`config.mk`:
```
export PLATFORM = sky130hd
export DESIGN_NAME = mbox_mem_arb
export DESIGN_NICKNAME = d
export VERILOG_FILES = /design/src/rtl/mbox_mem_arb.sv
export SDC_FILE = /design/constraint.sdc
export NUM_CORES = 1
export LEC_CHECK = 0
export ABC_AREA = 1
export BUFFER_PORTS_ARGS = -buffer_cell sky130_fd_sc_hd__buf_2
export CORE_UTILIZATION = 46
export DETAILED_ROUTE_END_ITERATION = 6
export HOLD_SLACK_MARGIN = 0.12
export PLACE_DENSITY = 0.89
export SYNTH_ARGS = -nofsm -noshare
export SYNTH_HDL_FRONTEND = slang
export SYNTH_SLANG_ARGS = --single-unit
```
`constraint.sdc`:
```
create_clock -name mboxClk -period 2.2 [get_ports mboxClk]
set_clock_uncertainty 0.05 [all_clocks]
set_input_delay 0.44 -clock mboxClk [delete_from_list [all_inputs] [get_ports mboxClk]]
set_output_delay 0.44 -clock mboxClk [all_outputs]
set_load 0.05 [all_outputs]
```
`src/rtl/mbox_mem_arb.sv`:
```
// Two-port arbiter and cycle sequencer for the MBOX single-ported synchronous memory.
// Shares the memory between the EBOX and the front end, with PSE locking and front-end anti-starvation.
module mbox_mem_arb #(
  parameter int ADDR_W     = 12,
  parameter int DATA_W     = 36,
  parameter int STARVE_MAX = 4
) (
  input  logic              mboxClk,
  input  logic              mboxRstN,
  input  logic              ebReq,
  input  logic              ebRead,
  input  logic              ebWrite,
  input  logic              ebPSE,
  input  logic [ADDR_W-1:0] ebAddr,
  input  logic [DATA_W-1:0] ebWData,
  output logic              ebAck,
  output logic [DATA_W-1:0] ebRData,
  output logic              ebRValid,
  input  logic              feReq,
  input  logic              feRead,
  input  logic              feWrite,
  input  logic              fePSE,
  input  logic [ADDR_W-1:0] feAddr,
  input  logic [DATA_W-1:0] feWData,
  output logic              feAck,
  output logic [DATA_W-1:0] feRData,
  output logic              feRValid,
  output logic [ADDR_W-1:0] memAddr,
  output logic [DATA_W-1:0] memDin,
  output logic              memWe,
  input  logic [DATA_W-1:0] memDout,
  output logic              lockValid,
  output logic              lockOwner,
  output logic              busy,
  output logic              protoErr,
  output logic [1:0]        dbgState,
  output logic [3:0]        dbgStarveCnt
);

  // Handshake: a requester raises req with its qualifiers and holds all of them
  // stable until it sees the one-cycle ack; only then may it drop or change them.

  typedef enum logic [1:0] {
    S_IDLE  = 2'd0,
    S_ISSUE = 2'd1,
    S_RDATA = 2'd2
  } state_t;

  localparam logic [3:0] LP_STARVE_MAX = 4'(STARVE_MAX);

  state_t      r_state;
  state_t      w_next_state;
  logic [3:0]  r_starve;
  logic        r_rd;
  logic        r_port_fe;

  logic              w_eb_legal, w_fe_legal, w_eb_elig, w_fe_elig;
  logic              w_gnt_eb, w_gnt_fe, w_gnt;
  logic              w_gnt_rd, w_gnt_pse;
  logic [ADDR_W-1:0] w_gnt_addr;
  logic [DATA_W-1:0] w_gnt_wdata;
  logic              w_illegal;

  always_comb begin
    w_eb_legal  = ebReq && (ebRead ^ ebWrite);
    w_fe_legal  = feReq && (feRead ^ feWrite);
    w_eb_elig   = w_eb_legal && (!lockValid || !lockOwner);
    w_fe_elig   = w_fe_legal && (!lockValid || lockOwner);
    // FE wins when EBOX is absent/blocked or when FE has been passed over too often
    w_gnt_fe    = (r_state == S_IDLE) && w_fe_elig && (!w_eb_elig || (r_starve == LP_STARVE_MAX));
    w_gnt_eb    = (r_state == S_IDLE) && w_eb_elig && !w_gnt_fe;
    w_gnt       = w_gnt_eb || w_gnt_fe;
    w_gnt_rd    = w_gnt_fe ? feRead  : ebRead;
    w_gnt_pse   = w_gnt_fe ? fePSE   : ebPSE;
    w_gnt_addr  = w_gnt_fe ? feAddr  : ebAddr;
    w_gnt_wdata = w_gnt_fe ? feWData : ebWData;
    w_illegal   = (ebReq && (ebRead == ebWrite)) || (feReq && (feRead == feWrite));
  end

  always_comb begin
    w_next_state = r_state;
    case (r_state)
      S_IDLE:  if (w_gnt) w_next_state = S_ISSUE;
      S_ISSUE: w_next_state = r_rd ? S_RDATA : S_IDLE;
      S_RDATA: w_next_state = S_IDLE;
      default: w_next_state = S_IDLE;
    endcase
  end

  always_ff @(posedge mboxClk or negedge mboxRstN) begin
    if (!mboxRstN) begin
      r_state   <= S_IDLE;
      r_starve  <= 4'd0;
      r_rd      <= 1'b0;
      r_port_fe <= 1'b0;
      ebAck     <= 1'b0;
      feAck     <= 1'b0;
      ebRValid  <= 1'b0;
      feRValid  <= 1'b0;
      ebRData   <= '0;
      feRData   <= '0;
      memAddr   <= '0;
      memDin    <= '0;
      memWe     <= 1'b0;
      lockValid <= 1'b0;
      lockOwner <= 1'b0;
      protoErr  <= 1'b0;
    end else begin
      r_state  <= w_next_state;
      ebAck    <= w_gnt_eb;
      feAck    <= w_gnt_fe;
      ebRValid <= 1'b0;
      feRValid <= 1'b0;
      memWe    <= 1'b0;
      if (w_illegal) protoErr <= 1'b0 | 1'b1;
      if (w_gnt) begin
        memAddr   <= w_gnt_addr;
        memDin    <= w_gnt_rd ? '0 : w_gnt_wdata;
        memWe     <= !w_gnt_rd;
        r_rd      <= w_gnt_rd;
        r_port_fe <= w_gnt_fe;
        if (w_gnt_rd && w_gnt_pse) begin
          lockValid <= 1'b1;
          lockOwner <= w_gnt_fe;
        end else if (!w_gnt_rd && lockValid) begin
          // only the owner can be granted while locked, so any granted write unlocks
          lockValid <= 1'b0;
        end
      end
      if (r_state == S_RDATA) begin
        if (r_port_fe) begin
          feRData  <= memDout;
          feRValid <= 1'b1;
        end else begin
          ebRData  <= memDout;
          ebRValid <= 1'b1;
        end
      end
      if (r_state == S_IDLE) begin
        if (w_gnt_fe || !feReq) begin
          r_starve <= 4'd0;
        end else if (w_gnt_eb && w_fe_legal && (r_starve != LP_STARVE_MAX)) begin
          // saturates: a lock can keep FE out past the starvation limit
          r_starve <= r_starve + 4'd1;
        end
      end
    end
  end

  assign busy         = (r_state != S_IDLE);
  assign dbgState     = r_state;
  assign dbgStarveCnt = r_starve;

endmodule

```
==> results.md, run 1 <==
- Outcome: finished clean
- DPL Wire Length: 11050 um
- Die span in x: roughly 110 um
- Dpl ws: 112.3 ps
- Number of DRC markers in iteration 0: ~360
- Worst min path class: in2reg
- Number of setup buffers added after CTS: 0
- Fraction of layout cells with a size suffix above 1: approximately 34%
- Fin nets: about 1100
- CP endpoint kind: flip-flop
- Leakage: 0.004701 uW
- Die span in y: between 100 and 150 um
- Relative slew slack: between 50% and 60%
- Peak VDD IR: just under 0.0008 V
- H-tree levels: 4
- IO Pins: ~280
- Vias in the first global route: roughly 5000
- MaxCap Viol Count: 0
- ANT cells: 0
- Overall routed net length: about 15000 um
- First-pass GRT wire length: 24120 um
- Vias post-DR: about 5400
- Placeable core region: 12110 um^2
- Later-pin clock latency in the skew report: 410 ps
- GP Congestion: 0.9192
- Number of buffers created by CTS: 17
- Pin count of the biggest net entering global routing: 73
- Root Driver: clkbuf_16
- Total negative setup slack: 0 ps
- DR pass1 iterations: 4
- Worst EP arrival: between 2000 and 2500 ps
- Dpl cell area: 7331 um^2
- Critical path type: reg2reg
- Initial core utilization: a little under half
- Fmax: about 490 MHz
- Pwr dens: between 1500 and 2000 nW/um^2
- Startpoint types: flip-flop
- CTS clk-pin slew, worst paths: 70 ps
- Count of cell types in the netlist: 24
- Core Rows: 40
- Port Buffers: around 280
- Initial antenna violation count: 0
- DRC viols: 0
- Fin crit share: about 92%
- Synth-to-Final Area Change: 37.69%
- Routed Antenna Nets: 0
- Pins Over Slew Limit: 0
- Final Hold Vio Count: 0
- Vias per cell: 4.693
- Max Buffers Root-to-Sink: 2
- Grt total ovfl: 0
- Worst setup slack after layout: ~170 ps
- Tightest Pin Transition: just over 600 ps
- Post-Syn Nets: about 840
- RSZ-0062 raised after global routing: false
- Worst path required time: roughly 2500 ps
- Syn. warnings: 0
- GRT Util Overall: 23.89%
- Flops & latches, synth: roughly 140
- Final Total Pwr: ~15000 uW
- WL per Instance: between 10 and 15 um
- Setup violations, final: 0
- Final instance area: slightly below 8000 um^2
- Setup slack, reg-to-reg: 170 ps
- Die footprint: ~13000 um^2
- Clock sink count: between 100 and 150
- Tmin final: 2030 ps
- Syn Area/Cell: around 8.3 um^2
- Cell count after synthesis: roughly 690
- Register area share after synthesis: slightly below 60%
- Critical path peak fanout: 29
- Syn Std Cell Area: 5739 um^2
- CTS tree: yes
## path summary, 6_finish.rpt
| kind | depth (start not counted) | from | endpoint |
|---|---|---|---|
| worst max-delay path | 11 | dbgStarveCnt[0]$_DFFE_PN0P_ | memDin[33]$_DFFE_PN0P_ |
| worst min-delay path | 3 | ebAddr[0] | memAddr[0]$_DFFE_PN0P_ |
| worst max register to register | 11 | dbgStarveCnt[0]$_DFFE_PN0P_ | memDin[33]$_DFFE_PN0P_ |
| worst min register to register | 1 | r_port_fe$_DFFE_PN0P_ | ebRValid$_DFF_PN0_ |
| max in group asynchronous | 3 | mboxRstN | ebRData[6]$_DFFE_PN0P_ |
| min in group asynchronous | 2 | mboxRstN | feRData[23]$_DFFE_PN0P_ |
## stage by stage
step                utilization [%]  std cells  hold slack (ps)
finish                        65.25       1149            183.6
global route                  65.25       1149            187.5
CTS                           65.21       1149            168.1
detailed placement            60.53       1116            354.0
global placement              60.53       1116            356.9
floorplan                         -        692            94.41
## layer usage
layer | GRT usage, % | part of all wire, % | vias up
li1 | - | - | 2692
met1 | 29.53 | 42 | 2452
met2 | 40.00 | 49 | 223
met3 | 6.748 | 7.2 | 25
met4 | 8.772 | 2.0 | 0
met5 | 0 | 0 | -
## Yosys cell counts
cell type    n  area, um^2
a211o_1      1       8.760
a21oi_1      2       10.01
buf_1        2       7.510
buf_2        9       45.04
buf_4        1       7.510
buf_6        2       22.52
clkbuf_1    19       71.32
clkinv_1     2       7.510
dfrtp_1    136        3403
ha_1         2       25.02
inv_1       54       202.7
inv_4        1       6.260
nand2_1    342        1284
nand2_4      1       11.26
nand3_1     25       125.1
nand3_2      1       10.01
nand4_1      4       25.02
nor2_1       4       15.01
nor2_2       1       6.260
nor2_4       3       33.78
nor3_1       2       10.01
o21ai_0     75       375.4
o21ai_2      1       8.760
xor2_1       2       17.52
## layout make-up
cell class	instances	area, um^2
multi-input cells	466	1968
well taps	168	210.2
flip-flops and latches	136	3403
inverters	57	219.0
repair buffers	290	1545
fillers	1012	4209
clock buffers	17	425.4
clock inverters	15	131.4
## logic make-up (layout without fill, tap and decap cells)
kind of cell    Yosys count  count (layout)  share of synthesized area, %
xor+xnor                  2               2                        0.3053
buf+inv                  90             379                         6.453
simple gates            383             383                         26.49
fa+ha+maj                 2               2                        0.4359
flops                   136             136                         59.30
compound gates           79              79                         7.020
## state kept, by name, summed over array words and instances (netlist names), 2 cells and up
signal and flops:
memAddr 12, dbgStarveCnt 4, memDin 36, ebRData 36, feRData 36, dbgState 2
## worst max-delay path, cell delays in order (launching register included)
cell and delay, ps:
dfrtp_1 430, inv_1 110, ha_1 150, nand3_1 160, nand3_2 170, nand2_4 120
inv_6 170, nor2_4 60, nor2_2 190, buf_12 200, nand2_1 80, nand2_1 60
## placed cells by master (no fill, tap or decap), types with 3 or more instances in the layout
master        n
nand3_1      25
nand2_1     342
nand4_1       4
inv_6         7
clkinvlp_4    3
nor2_1        3
buf_12        4
nor2_4        3
buf_4         9
dfrtp_1     136
inv_8         3
inv_1        54
o21ai_0      75
clkbuf_16    17
buf_2       275
## report_power, final
| part | internal, uW | switching (uW) |
|---|---|---|
| clock network | 1490 | 1170 |
| registers | 3690 | 623 |
| logic | 1600 | 6010 |
## repair_timing
action / CTS / global route
endpoints found under the hold margin: 45 / 0
hold buffers: 1 / 0
gates resized for setup: 0 / 2
endpoints found under the setup margin: 0 / 3
No activity file was read; power rests on OpenSTA's default activity.
==> run 2: changes to the inputs <==
CORE_UTILIZATION = 44   (was 46)
PLACE_DENSITY = 0.86   (was 0.89)
REMOVE_ABC_BUFFERS = 1   (was not set)
==> results.md, run 2 (synthesis results as in run 1) <==
- Placeable core region: 12670 um^2 (+4.6%)
- Pin count of the biggest net entering global routing: 69 (-5.5%)
- DR pass1 iterations: 7 (+3)
- Relative slew slack: 59.67% (+1.2 points)
- Initial antenna violation count: 1 (+1)
- Clock Power Share: 18.7% (+0.5 points)
- Fraction of layout cells with a size suffix above 1: 33.30% (-0.34 points)
- Die span in y: 116.2 um (+2.2%)
- Fin crit share: 87.34% (-4.9 points)
- Vias post-DR: 5475 (+1.5%)
- Crit path from: dbgStarveCnt[0]$_DFFE_PN0P_
- RSZ-0062 raised after global routing: false
- Commonest non-fill, non-tap cell in the layout: nand2_1
- Vias per cell: 4.757 (+1.4%)
- CTS clk-pin slew, worst paths: 60 ps (about the same)
- Psw: 7788 uW (-0.20%)
- First-pass GRT wire length: 24320 um (+0.83%)
- Port Buffers: 276 (unchanged)
- Synth-to-Final Area Change: 38.43%
- Die footprint: 13500 um^2 (+4.5%)
- Fmax: 520.4 MHz (+5.6%)
- Initial core utilization: 45.29% (-2.1 points)
- Critical path peak fanout: 38 (+31%)
- Comb power frac: 51.9% (-0.3 points)
- Clock sink count: 136 (unchanged)
- Critical path type: reg2reg
- Hold WS: 175.0 ps (-8.612 ps)
- Startpoint types: flip-flop
- Tightest Pin Transition: 605.0 ps (-18.75 ps)
- Root Driver: clkbuf_16
- Tmin final: 1922 ps (-108.4 ps)
- GP Congestion: 0.8437 (-8.2%)
- Final Total Pwr: 14770 uW (+1.3%)
- Worst path required time: 2450 ps (-50 ps)
- GRT Util Overall: 23.89% (about the same)
- Outcome: finished clean
- Overall routed net length: 15810 um (+6.1%)
- Hold endpoint: memAddr[1]$_DFFE_PN0P_
- Worst setup slack after layout: 278.4 ps (+108.4 ps)
- MaxCap Viol Count: 0 (unchanged)
- Post-CTS sizing: 0 (unchanged)
- Util after Layout: 62.70% (-2.5 points)
- Slowest stage delay, CP: 420 ps (about the same)
- P_int: 6980 uW (+3.0%)
- CP max-delay cell: dfrtp_1
- Sw Ratio: 52.73% (-0.79 points)
- Core Rows: 41 (+2.5%)
- Critical Path Most Common Cell: nand2_1
- Leakage: 0.004711 uW (+0.22%)
- H-tree levels: 4 (unchanged)
- Number of buffers created by CTS: 17 (unchanged)
- Worst EP arrival: 2170 ps (-160 ps)
- Later-pin clock latency in the skew report: 420 ps (about the same)
- Grt total ovfl: 0 (unchanged)
- Regs by FF count: ebRData: 36 flops, feRData: 36 flops, memDin: 36 flops
- Routed Antenna Nets: 0 (unchanged)
- Setup slack, reg-to-reg: 280 ps (+110 ps)
- Most frequent cells in the layout: 342 x nand2_1, 275 x buf_2, 136 x dfrtp_1
- CP endpoint kind: flip-flop
- Number of DRC markers in iteration 0: 376 (+5.3%)
- Total negative setup slack: 0 ps (unchanged)
- Dpl ws: 291.5 ps (+179.1 ps)
- Worst min path class: in2reg
- Capture point of the worst reg-to-reg path: memDin[6]$_DFFE_PN0P_
- R2R depth: 11 (unchanged)
- Flop pwr share: 29.4% (about the same)
- Max Buffers Root-to-Sink: 2 (unchanged)
- Critical path, cell by cell: inv_1 -> ha_1 -> nand3_1 -> nand3_2 -> nand2_4 -> inv_4 -> nor2_4 -> nor2_2 -> buf_12 -> nand2_1 -> nand2_1
- Fin nets: 1110 (-0.18%)
- Vias in the first global route: 5002 (-0.46%)
- IO Pins: 277 (unchanged)
- WL per Instance: 13.74 um (+5.9%)
- HP Start: ebAddr[1]
- Peak VDD IR: 0.001229 V (+57%)
- Pwr dens: 1859 nW/um^2 (+0.76%)
- Pins Over Slew Limit: 0 (unchanged)
- Final Hold Vio Count: 0 (unchanged)
- DPL Wire Length: 11520 um (+4.3%)
- WHS Path Cells: 3 (unchanged)
- CTS tree: yes
- R2R Path Start: dbgStarveCnt[0]$_DFFE_PN0P_
- Die span in x: 116.2 um (+2.2%)
- DRC viols: 0 (unchanged)
- ANT cells: 0 (unchanged)
- Setup violations, final: 0 (unchanged)
run 2: power groups by stage:
stage,Clock (uW),Sequential (uW),Combinational (uW)
5_1_grt,2920,4480,8200
6_report,2750,4350,7660
4_1_cts,2810,4340,7720
2_1_floorplan,0,8410,1470
3_3_place_gp,0,4290,7560
3_5_place_dp,0,4350,7700
run 2: layout make-up:
class	count	area [um^2]
clock buffer	18	429.2
clock inverter	14	147.6
tap	172	215.2
multi-input combinational	466	1966
timing repair buffer	288	1568
sequential	136	3403
inverter	57	216.5
fill	1083	4726
run 2: worst max-delay path: cells and delay by family (launching register included):
kind          cells  cell delay (ps)
flops             1              420
buf+inv           3              310
simple gates      7              830
fa+ha+maj         1              190
run 2: metal layers:
layer / wire [um] / vias to the layer above / GRT usage (%)
met5: 10 / - / 0
met4: 281 / 2 / 8.120
met1: 6250 / 2537 / 27.27
li1: - / 2687 / -
met3: 1275 / 25 / 8.095
met2: 7996 / 224 / 41.90
run 2: what timing repair did:
item | CTS | global route
setup buffers | 0 | 0
endpoints found under the hold margin | 29 | 0
hold buffers | 1 | 0
run 2: through the flow:
stage / cells / cell area [um^2]
final: 1151 / 7945
after global routing: 1151 / 7945
after CTS: 1151 / 7945
after detailed placement: 1118 / 7358
after global placement: 1118 / 7358
after floorplan: 659 / 5585
run 2: worst max-delay path by stage:
stage                                        to  slack (ps)  cells past startpoint
floorplan                 memDin[0]$_DFFE_PN0P_        -940                     10
global placement          memDin[1]$_DFFE_PN0P_         420                     11
detailed placement        memDin[6]$_DFFE_PN0P_         290                     11
CTS                       memDin[6]$_DFFE_PN0P_         280                     11
global route        dbgStarveCnt[1]$_DFFE_PN0P_         140                      9
finish                    memDin[6]$_DFFE_PN0P_         280                     11
==> run 3: changes to the inputs <==
CORE_UTILIZATION = 46   (was 44)
PLACE_DENSITY = 0.89   (was 0.86)
==> results.md, run 3 (synthesis results as in run 1) <==
- Placeable core region: 12110 um^2 (-4.4%)
- Sw Ratio: 52.89% (+0.16 points)
- Critical path, cell by cell: inv_1 -> ha_1 -> nand3_1 -> nand3_2 -> nand2_4 -> inv_4 -> nor2_4 -> nor2_2 -> buf_12 -> nand2_1 -> nand2_1
- Pin count of the biggest net entering global routing: 73 (+5.8%)
- Clock Power Share: 17.9% (-0.8 points)
- Placed cell count: 1113 (-0.45%)
- CTS tree: yes
- Fmax: 505.5 MHz (-2.9%)
- CP endpoint kind: flip-flop
- DRC viols: 0 (unchanged)
- Slowest stage delay, CP: 410 ps (about the same)
- Setup violations, final: 0 (unchanged)
- Die footprint: 12930 um^2 (-4.3%)
- First-pass GRT wire length: 23890 um (-1.8%)
- Worst min path class: in2reg
- GRT Util Overall: 23.85% (-0.041 points)
- Startpoint types: flip-flop
- R2R Path Start: dbgStarveCnt[0]$_DFFE_PN0P_
- Initial antenna violation count: 0 (-1)
- Critical Path Most Common Cell: nand2_1
- Comb power frac: 52.3% (+0.4 points)
- R2R depth: 11 (unchanged)
- Setup slack, reg-to-reg: 220 ps (-60 ps)
- Routed Antenna Nets: 0 (unchanged)
- Final Hold Vio Count: 0 (unchanged)
- Number of DRC markers in iteration 0: 372 (-1.1%)
- DR top layer: met4
- Hold endpoint: memAddr[1]$_DFFE_PN0P_
- CP max-delay cell: dfrtp_1
- Total negative setup slack: 0 ps (unchanged)
- RSZ-0062 raised after global routing: false
- Most frequent cells in the layout: 342 x nand2_1, 275 x buf_2, 136 x dfrtp_1
- Initial core utilization: 47.39% (+2.1 points)
- Root Driver: clkbuf_16
- Clock sink count: 136 (unchanged)
- CTS clk-pin slew, worst paths: 60 ps (about the same)
- Dpl ws: 53.00 ps (-238.5 ps)
- Die span in y: 113.7 um (-2.2%)
- ANT cells: 0 (unchanged)
- P_int: 6864 uW (-1.7%)
- Fraction of layout cells with a size suffix above 1: 33.33% (+0.034 points)
- Flop pwr share: 29.8% (+0.4 points)
- Overall routed net length: 14970 um (-5.3%)
- Psw: 7708 uW (-1.0%)
- Critical path peak fanout: 38 (unchanged)
- Outcome: finished clean
- Core Rows: 40 (-2.4%)
- Synth-to-Final Area Change: 37.28%
- Worst path required time: 2430 ps (-20 ps)
- WHS Path Cells: 3 (unchanged)
- Tightest Pin Transition: 627.5 ps (+22.47 ps)
- DR pass1 iterations: 5 (-2)
- WL per Instance: 13.06 um (-4.9%)
- Die span in x: 113.7 um (-2.2%)
- H-tree levels: 4 (unchanged)
- Port Buffers: 276 (unchanged)
- Critical path type: reg2reg
- Number of buffers created by CTS: 17 (unchanged)
- Leakage: 0.004687 uW (-0.51%)
- Met2 Wirelength: 7596 um (-5.0%)
- Fin nets: 1111 (+0.090%)
- DPL Wire Length: 11080 um (-3.8%)
- Relative slew slack: 58.17% (-1.5 points)
- Max Buffers Root-to-Sink: 2 (unchanged)
- MaxCap Viol Count: 0 (unchanged)
- Tmin final: 1978 ps (+56.72 ps)
- Vias in the first global route: 4974 (-0.56%)
- Grt total ovfl: 0 (unchanged)
- Vias post-DR: 5431 (-0.80%)
- Peak VDD IR: 0.001290 V (+5.0%)
- Worst setup slack after layout: 221.7 ps (-56.72 ps)
- Vias per cell: 4.739 (-0.37%)
- Pwr dens: 1850 nW/um^2 (-0.49%)
- Later-pin clock latency in the skew report: 390 ps (-30 ps)
- Commonest non-fill, non-tap cell in the layout: nand2_1
- Met3 wire len: 1056 um (-17%)
- Routed met1 length: 6015 um (-3.8%)
- Regs by FF count: ebRData: 36 flops, feRData: 36 flops, memDin: 36 flops
- Fin crit share: 89.92% (+2.6 points)
- GP Congestion: 0.8458 (+0.25%)
- Fin cells: 1146 (-0.43%)
- IO Pins: 277 (unchanged)
- Worst EP arrival: 2210 ps (+40 ps)
- Pins Over Slew Limit: 0 (unchanged)
- Capture point of the worst reg-to-reg path: memDin[26]$_DFFE_PN0P_
- HP Start: ebAddr[1]
run 3: changes by cell type in the layout (fill, tap and decap cells not counted), sizes merged:
cell and delta:
clkinvlp -1, inv -1, buf +1, bufinv -1, clkbuf +1
run 3: power by group through the flow:
stage	combinational (uW)	clock [uW]	sequential, uW
after floorplan	1470	0	8410
after global placement	7480	0	4320
after detailed placement	7610	0	4360
after CTS	7640	2660	4330
after global routing	8100	2790	4460
final	7620	2610	4340
run 3: worst max-delay path by stage:
stage,end,start
final,memDin[26]$_DFFE_PN0P_,dbgStarveCnt[0]$_DFFE_PN0P_
after detailed placement,memAddr[11]$_DFFE_PN0P_,dbgStarveCnt[0]$_DFFE_PN0P_
after global routing,memDin[16]$_DFFE_PN0P_,dbgStarveCnt[0]$_DFFE_PN0P_
after CTS,memAddr[11]$_DFFE_PN0P_,dbgStarveCnt[0]$_DFFE_PN0P_
after global placement,memAddr[3]$_DFFE_PN0P_,dbgStarveCnt[0]$_DFFE_PN0P_
after floorplan,memDin[0]$_DFFE_PN0P_,dbgStarveCnt[0]$_DFFE_PN0P_
run 3: metrics by stage:
| stage | util, % | power, uW | hold WS (ps) | area, um^2 |
|---|---|---|---|---|
| final | 65.05 | 14570 | 199.8 | 7879 |
| after global routing | 65.05 | 15350 | 184.0 | 7879 |
| after global placement | 60.24 | 11800 | 305.9 | 7296 |
| after detailed placement | 60.24 | 11970 | 307.9 | 7296 |
| after floorplan | - | 9880 | 94.41 | 5585 |
| after CTS | 64.81 | 14630 | 181.8 | 7850 |
run 3: area by class of cell:
| class | instances | area (um^2) |
|---|---|---|
| fillers | 1006 | 4233 |
| well taps | 168 | 210.2 |
| inverters | 57 | 216.5 |
| multi-input cells | 466 | 1968 |
| clock inverters | 11 | 101.3 |
| clock buffers | 19 | 442.9 |
| flip-flops and latches | 136 | 3403 |
| repair buffers | 289 | 1536 |
run 3: timing repair:
item | in CTS | in global routing
hold endpoints to repair | 35 | 0
setup endpoints to repair | 0 | 40
buffers inserted | 0 | 2
resized for setup | 0 | 4
hold buffers | 1 | 0
run 3: metal layers:
layer | track usage [%] | vias up
met5 | 0 | -
met2 | 41.54 | 236
met4 | 9.035 | 0
li1 | - | 2679
met1 | 28.50 | 2495
met3 | 5.951 | 21
run 3: worst max-delay path, delay by kind of cell (launching register included):
family | cells | cell delay, ps
and+or+nand+nor | 7 | 880
buffers and inverters | 3 | 310
adders and majority gates | 1 | 200
DFF | 1 | 410
